$ cat src/rtl/mult_product_accumulator_pkg.sv
`default_nettype none
// ============================================================================
//  Module      : mult_pkg
//  Description : Shared constants, types and helpers for the 4x4 multiplier
//                and its downstream product accumulator.
//  Revision    : 1.0 - initial release
// ============================================================================
package mult_pkg;

  // Product width produced by the 4x4 multiplier.
  localparam int PROD_W_DEFAULT = 8;

  // Accumulator controller states.
  typedef enum logic [0:0] {
    ACC  = 1'b0,
    HOLD = 1'b1
  } acc_state_t;

  // Returns the width of a counter that must be able to hold 0..n.
  function automatic int calc_cnt_w(input int n);
    return $clog2(n + 1);
  endfunction

endpackage : mult_pkg
`default_nettype wire

$ cat src/rtl/mult_product_accumulator_sat_accum_add.sv
`default_nettype none
// ============================================================================
//  Module      : sat_accum_add
//  Description : Combinational unsigned accumulate step: adds a zero-extended
//                addend to an accumulator and clamps at all-ones on carry-out.
//  Revision    : 1.0 - initial release
// ============================================================================
module sat_accum_add #(
  parameter int ACC_W  = 10,
  parameter int PROD_W = 8
) (
  input  logic [ACC_W-1:0]  acc_i,
  input  logic [PROD_W-1:0] addend_i,
  output logic [ACC_W-1:0]  sum_o,
  output logic              ovf_o
);

  // One extra bit keeps the carry-out visible.
  logic [ACC_W:0] w_wide;

  // Full-width add, then clamp to the largest representable value on carry.
  always_comb begin
    w_wide = (ACC_W + 1)'(acc_i) + (ACC_W + 1)'(addend_i);
    ovf_o  = w_wide[ACC_W];
    sum_o  = w_wide[ACC_W] ? {ACC_W{1'b1}} : w_wide[ACC_W-1:0];
  end

endmodule : sat_accum_add
`default_nettype wire

$ cat src/rtl/mult_product_accumulator.sv
`default_nettype none
// ============================================================================
//  Module      : mult_product_accumulator
//  Description : Accumulates up to NUM_TERMS unsigned products into a
//                saturating sum and presents each completed group through a
//                valid/ready output until it is consumed.
//  Revision    : 1.0 - initial release
// ============================================================================
module mult_product_accumulator
  import mult_pkg::*;
#(
  parameter  int PROD_W    = PROD_W_DEFAULT,
  parameter  int NUM_TERMS = 4,
  parameter  int ACC_W     = 10,
  localparam int CNT_W     = calc_cnt_w(NUM_TERMS)
) (
  input  logic              clk,
  input  logic              rst_n,
  input  logic              in_valid,
  output logic              in_ready,
  input  logic [PROD_W-1:0] in_prod,
  input  logic              in_last,
  output logic              out_valid,
  input  logic              out_ready,
  output logic [ACC_W-1:0]  out_sum,
  output logic [CNT_W-1:0]  out_count,
  output logic              out_ovf
);

  localparam logic [CNT_W-1:0] C_LAST_CNT = CNT_W'(NUM_TERMS);

  acc_state_t       state_q, state_d;
  logic [ACC_W-1:0] acc_q, acc_d;
  logic [CNT_W-1:0] cnt_q, cnt_d;
  logic             ovf_q, ovf_d;

  logic [ACC_W-1:0] w_add_sum;
  logic             w_add_ovf;
  logic [CNT_W-1:0] w_cnt_inc;

  sat_accum_add #(
    .ACC_W  (ACC_W),
    .PROD_W (PROD_W)
  ) u_sat_add (
    .acc_i    (acc_q),
    .addend_i (in_prod),
    .sum_o    (w_add_sum),
    .ovf_o    (w_add_ovf)
  );

  assign w_cnt_inc = cnt_q + CNT_W'(1);

  // Next-state: collect terms in ACC, close the group on in_last or the final
  // term, then wait in HOLD until the result is taken and start from zero.
  always_comb begin
    state_d = state_q;
    acc_d   = acc_q;
    cnt_d   = cnt_q;
    ovf_d   = ovf_q;
    case (state_q)
      ACC: begin
        if (in_valid) begin
          acc_d = w_add_sum;
          ovf_d = ovf_q | w_add_ovf;
          cnt_d = w_cnt_inc;
          if (in_last || (w_cnt_inc == C_LAST_CNT)) begin
            state_d = HOLD;
          end
        end
      end
      HOLD: begin
        if (out_ready) begin
          state_d = ACC;
          acc_d   = '0;
          cnt_d   = '0;
          ovf_d   = 1'b0;
        end
      end
      default: state_d = ACC;
    endcase
  end

  // State and datapath registers; reset discards any partial or held group.
  always_ff @(posedge clk or negedge rst_n) begin
    if (!rst_n) begin
      state_q <= ACC;
      acc_q   <= '0;
      cnt_q   <= '0;
      ovf_q   <= 1'b0;
    end else begin
      state_q <= state_d;
      acc_q   <= acc_d;
      cnt_q   <= cnt_d;
      ovf_q   <= ovf_d;
    end
  end

  // Outputs come straight from registers, so no input reaches an output
  // combinationally and in_ready never depends on out_ready.
  assign in_ready  = (state_q == ACC);
  assign out_valid = (state_q == HOLD);
  assign out_sum   = acc_q;
  assign out_count = cnt_q;
  assign out_ovf   = ovf_q;

endmodule : mult_product_accumulator
`default_nettype wire

$ cat config.mk
export PLATFORM = sky130hd
export DESIGN_NAME = mult_product_accumulator
export DESIGN_NICKNAME = d
export VERILOG_FILES = /design/src/rtl/mult_product_accumulator_pkg.sv /design/src/rtl/mult_product_accumulator_sat_accum_add.sv /design/src/rtl/mult_product_accumulator.sv
export SDC_FILE = /design/constraint.sdc
export NUM_CORES = 1
export LEC_CHECK = 0
export BUFFER_PORTS_ARGS = -buffer_cell sky130_fd_sc_hd__buf_2
export CORE_AREA = 4 4 57 59
export CTS_BUF_LIST = sky130_fd_sc_hd__clkbuf_2 sky130_fd_sc_hd__clkbuf_4 sky130_fd_sc_hd__clkbuf_8
export CTS_CLUSTER_SIZE = 8
export DETAILED_ROUTE_END_ITERATION = 10
export DIE_AREA = 0 0 61 63
export GPL_TIMING_DRIVEN = 0
export PLACE_DENSITY = 0.71
export SLEW_MARGIN = 10
export SYNTH_ARGS = -nofsm -noshare
export SYNTH_HDL_FRONTEND = slang
export SYNTH_SLANG_ARGS = --single-unit
$ cat constraint.sdc
create_clock -name clk -period 2.65 [get_ports clk]
set_input_delay 0 -clock clk [delete_from_list [all_inputs] [get_ports clk]]
set_output_delay 0 -clock clk [all_outputs]
set_load 0.02 [all_outputs]
# Word level (Yosys, flattened, before mapping)
# Cells that the tools add are included.
# op_classes
bitwise	2
n_eq_ne	3
n_reduce_logical	2
n_addsub	2
mux	14
# ops
cell	n
$mux W10	3
$pmux W10 S2	1
$add A10 B8 Y11	1
$mux W3	2
$pmux W3 S2	1
$mux W1	5
$ne A2 B2 Y1 const B	2
$pmux W1 S2	2
$add A3 B1 Y3 const B	1
$eq A3 B3 Y1 const B	1
$reduce_and A2 Y1	1
$logic_or A1 B1 Y1	1
$not A1 Y1	1
$or A1 B1 Y1	1
# totals
ff_bits	15
output_inout_bits	16

# Longest topological paths before layout
# logic_depth
depth_word	6
mapped_depth	6
depth_no_buf	6

# Cells and area by module
# Synthesis repeated with hierarchy kept, for this count alone.
# unflattened
cells_unflattened	126
area_unflattened_um2	1272.5
# by_module_without_submodules
mod	cells_each	area_per_inst_um2	n_inst
mult_product_accumulator	61	769.5	1
sat_accum_add	65	503.0	1

# Worst setup path after synthesis
# Ideal clock, no wire load.
# synth_timing
kind	reg-to-reg
startpoint	reg acc_q[0] (netlist: out_sum[0])
endpoint	reg acc_q[7] (netlist: out_sum[7])
stages_incl_launch_ff	7
t_arrival_ps	1989
setup_time_ps	138
setup_slack_ps	523
period_less_slack_ps	2127
path_cell_list	dfrtp_1 -> ha_1 -> fa_1 -> a21o_1 -> a221o_1 -> a21oi_4 -> o211ai_1
# synth_between
elab_chain_cells	4
# synth_rtl
item	line	text
start: declaration	mult_product_accumulator.sv:33	logic [ACC_W-1:0] acc_q, acc_d;
start signal: assignment	mult_product_accumulator.sv:87	acc_q <= '0;
start signal: assignment	mult_product_accumulator.sv:92	acc_q <= acc_d;
$add A10 B8 Y11	mult_product_accumulator_sat_accum_add.sv:23	w_wide = (ACC_W + 1)'(acc_i) + (ACC_W + 1)'(addend_i);
$mux W10	mult_product_accumulator_sat_accum_add.sv:25	sum_o = w_wide[ACC_W] ? {ACC_W{1'b1}} : w_wide[ACC_W-1:0];
$mux W10	mult_product_accumulator.sv:62	if (in_valid) begin
$pmux W10 S2	mult_product_accumulator.sv:60	case (state_q)
# No other way between the ends. The select of a mux whose other input is x is not followed.
# A chain may end at the register's enable or synchronous reset.

# Worst setup path after layout
# layout_timing
startpoint	reg acc_q[0] (netlist: out_sum[0])
endpoint	reg acc_q[4] (netlist: out_sum[4])
# The elaborated chain is that of the path after synthesis.

==> flow_metrics.py <==
metrics = {
    "critical_path": {
        "startpoint": "out_sum[0]$_DFFE_PN0P_",
        "reg2reg_from": "out_sum[0]$_DFFE_PN0P_",
        "worstRegToRegCells": 6,
        "arrival_ns": 2.44,
        "crit_end": "out_sum[4]$_DFFE_PN0P_",
        "cp-start-kind": "flop",
        "critical_path_class": "flop to flop",
        "crit_fanout": 10,
        "endpoint_kind": "flop",
        "rrSetupSlack_ns": 0.36,
        "reg2reg_to": "out_sum[4]$_DFFE_PN0P_",
        "cp_data_required_time_ns": 2.80,
    },
    "cells_and_area": {
        "nNetsFinal": 169,
        "drive_gt1_frac": 0.250,
        "insertedDiodeCount": 0,
        "layout.cells.non_filler": 175,
        "area_growth_pct": 21.7,
    },
    "grt": {
        "grt_pass1_vias": 999,
        "grt-ovfl-total": 0,
        "grt_max_degree": 16,
        "grt_usage": 0.143,
        "antenna_found_initial": 0,
        "grt_first_pass_wirelength_um": 4300,
    },
    "clocking": {
        "cts_tree": "done",
        "numClockSinks": 15,
        "cts_made_buffers": 3,
        "root_buffer": "clkbuf_4",
        "clkTransAtPathRegs_ns": 0.10,
        "cts.path.max_buffers": 2,
        "post_cts_resized": 0,
        "cts.htree.levels": 1,
        "insertion_delay_ns": 0.29,
    },
    "hold_path": {
        "hold_path_class": "primary input to flop",
    },
    "die": {
        "core-area_um2": 2710,
        "initial_core_util": 0.386,
        "die_area_um2": 3840,
        "rows": 19,
        "io_pins": 29,
        "die_h_um": 63,
        "fp.dieW_um": 61,
    },
    "yosys": {
        "synth_xor_area_frac": 0.0502,
        "netlist_area_um2": 1050,
        "synthArstFlopShare": 1.00,
        "synthAdderAreaFrac": 0.139,
        "synthMuxAreaShare": 0.00957,
        "synth_seq_cells": 15,
        "synthFlopType": "dfrtp_1",
        "synth_top_family_by_area": "compound AO/OA/AOI/OAI gates",
        "ys_seq_area_frac": 0.359,
        "synth_edf_count": 0,
        "syn_area_per_cell_um2": 9.51,
        "yosysWarnings": 0,
        "synth_nets": 134,
        "syn_inst": 110,
        "ys_types": 34,
        "synth-simple-area-share": 0.129,
        "synth_compound_area_frac": 0.283,
    },
    "timing": {
        "period_share": 0.864,
        "max-slew-margin-rel": 0.673,
        "fin_ws_ns": 0.361,
        "tns_ns": 0,
        "slew_violations": 0,
        "grt_setup_unrepaired": "no",
        "worst_pin_slew_ns": 0.491,
        "fin_crit_ns": 2.29,
        "max_freq_mhz": 437,
        "setup_viol": 0,
        "skew_ns": 0.00375,
        "hold_violations": 0,
    },
    "placed_design": {
        "post-dp-hpwl_um": 1880,
        "port_buffers": 28,
        "place_congestion": 0.786,
        "place_ws_ns": 0.366,
        "dp.cells": 169,
    },
    "pwr": {
        "power_leakage_uw": 0.000649,
        "power_density_nw_per_um2": 1070,
        "vdd_drop_max_mv": 0.538,
    },
    "drt": {
        "ant_nets": 0,
        "wl_per_cell_um": 13.9,
        "vias_per_cell": 5.49,
        "drt_pre_antenna_iters": 4,
        "vias": 961,
        "wl_um": 2430,
        "drc": 0,
        "drtIter0Drc": 24,
    },
    "status": {
        "status": "finished, final reports clean",
    },
    "flow_run": {
        "cap_violations": 0,
    },
}
flip-flops by register name (all words and copies together) (netlist names):
| name | cells |
|---|---|
| out_ovf | 1 |
| out_valid | 1 |
| out_count | 3 |
| out_sum | 10 |
repair_timing:
item                                   in CTS  in global routing
hold buffers                                2                  0
endpoints found under the hold margin      16                  0
setup buffers                               0                  0
layout make-up:
cell class / count / area (um2)
Clock inverter: 1 / 5.00
Inverter: 5 / 18.8
Sequential cell: 15 / 375
Timing Repair Buffer: 30 / 160
Clock buffer: 3 / 22.5
Buffer: 3 / 12.5
Multi-Input combinational cell: 87 / 639
Fill cell: 276 / 1440
Tap cell: 31 / 38.8
per-layer routing:
metal,wire (um),GRT usage,part of all wire,up-vias
met3,122,0.0227,0.050,4
met4,23,0.0542,0.0094,0
met5,0,0,0,-
met2,1160,0.226,0.48,24
met1,1120,0.192,0.46,449
li1,-,-,-,484
where the power goes:
part	total [uW]	switching, uW	internal, uW	leakage [uW]
Sequential	411	87.1	324	0.000187
Clock	135	78.6	56.1	0.0000177
Combinational	822	474	347	0.000445
Total	1370	640	727	0.000649
kinds of logic after synthesis:
kind of cell    Yosys count
compound gates           42
buf+inv                   8
xor+xnor                  6
mux                       1
fa+ha+maj                11
simple gates             27
flops                    15
how the worst min path moves through the flow:
stage | slack, ns | to | from | depth (start not counted)
floorplan | -0.30 | out_count[0]$_DFFE_PN0P_ | rst_n | 0
global placement | -0.07 | out_sum[0]$_DFFE_PN0P_ | rst_n | 1
detailed placement | -0.06 | out_count[2]$_DFFE_PN0P_ | rst_n | 1
CTS | 0.07 | out_sum[0]$_DFFE_PN0P_ | in_prod[0] | 4
global route | 0.08 | out_sum[0]$_DFFE_PN0P_ | in_prod[0] | 4
finish | 0.08 | out_sum[0]$_DFFE_PN0P_ | in_prod[0] | 4
worst max-delay path: stages (launching register included):
cell and delay, ns:
dfrtp_1 0.40, ha_1 0.23, fa_1 0.42, a21o_1 0.22, a221o_1 0.39, a21oi_4 0.32
o211ai_1 0.16
through the flow:
| step | power [uW] | utilization | area (um2) | hold slack [ns] |
|---|---|---|---|---|
| floorplan | 1020 | - | 1050 | -0.296 |
| global placement | 1210 | 0.452 | 1220 | -0.0695 |
| detailed placement | 1240 | 0.452 | 1220 | -0.0644 |
| CTS | 1390 | 0.470 | 1270 | 0.0699 |
| global route | 1490 | 0.470 | 1270 | 0.0820 |
| finish | 1370 | 0.470 | 1270 | 0.0848 |
cells in the mapped netlist, types with 2 or more instances:
library cell,instances,area share
a211oi_1,2,0.014
dfrtp_1,15,0.36
xor2_1,4,0.033
xnor2_1,2,0.017
ha_1,10,0.12
nand2_1,13,0.047
a21oi_1,7,0.033
nand2b_1,2,0.012
nand4b_1,2,0.017
o21ai_0,8,0.038
a21o_1,4,0.029
clkbuf_1,2,0.0072
nor2_1,4,0.014
a22oi_1,4,0.029
inv_1,5,0.018
o211ai_1,8,0.057
layout by cell type, fill, tap and decap left out, drive strengths merged, types with 2 or more instances in the layout:
master and n:
a22oi 4, nand4b 2, o211ai 8, inv 5, a21oi 8, xor2 4, ha 10, nand2b 2
nor2 4, xnor2 2, dfrtp 15, nand2 13, dlygate4sd3 2, clkbuf 5, a21o 4, buf 29
a211oi 2, o21ai 8
(Power assumes the default switching activity.)
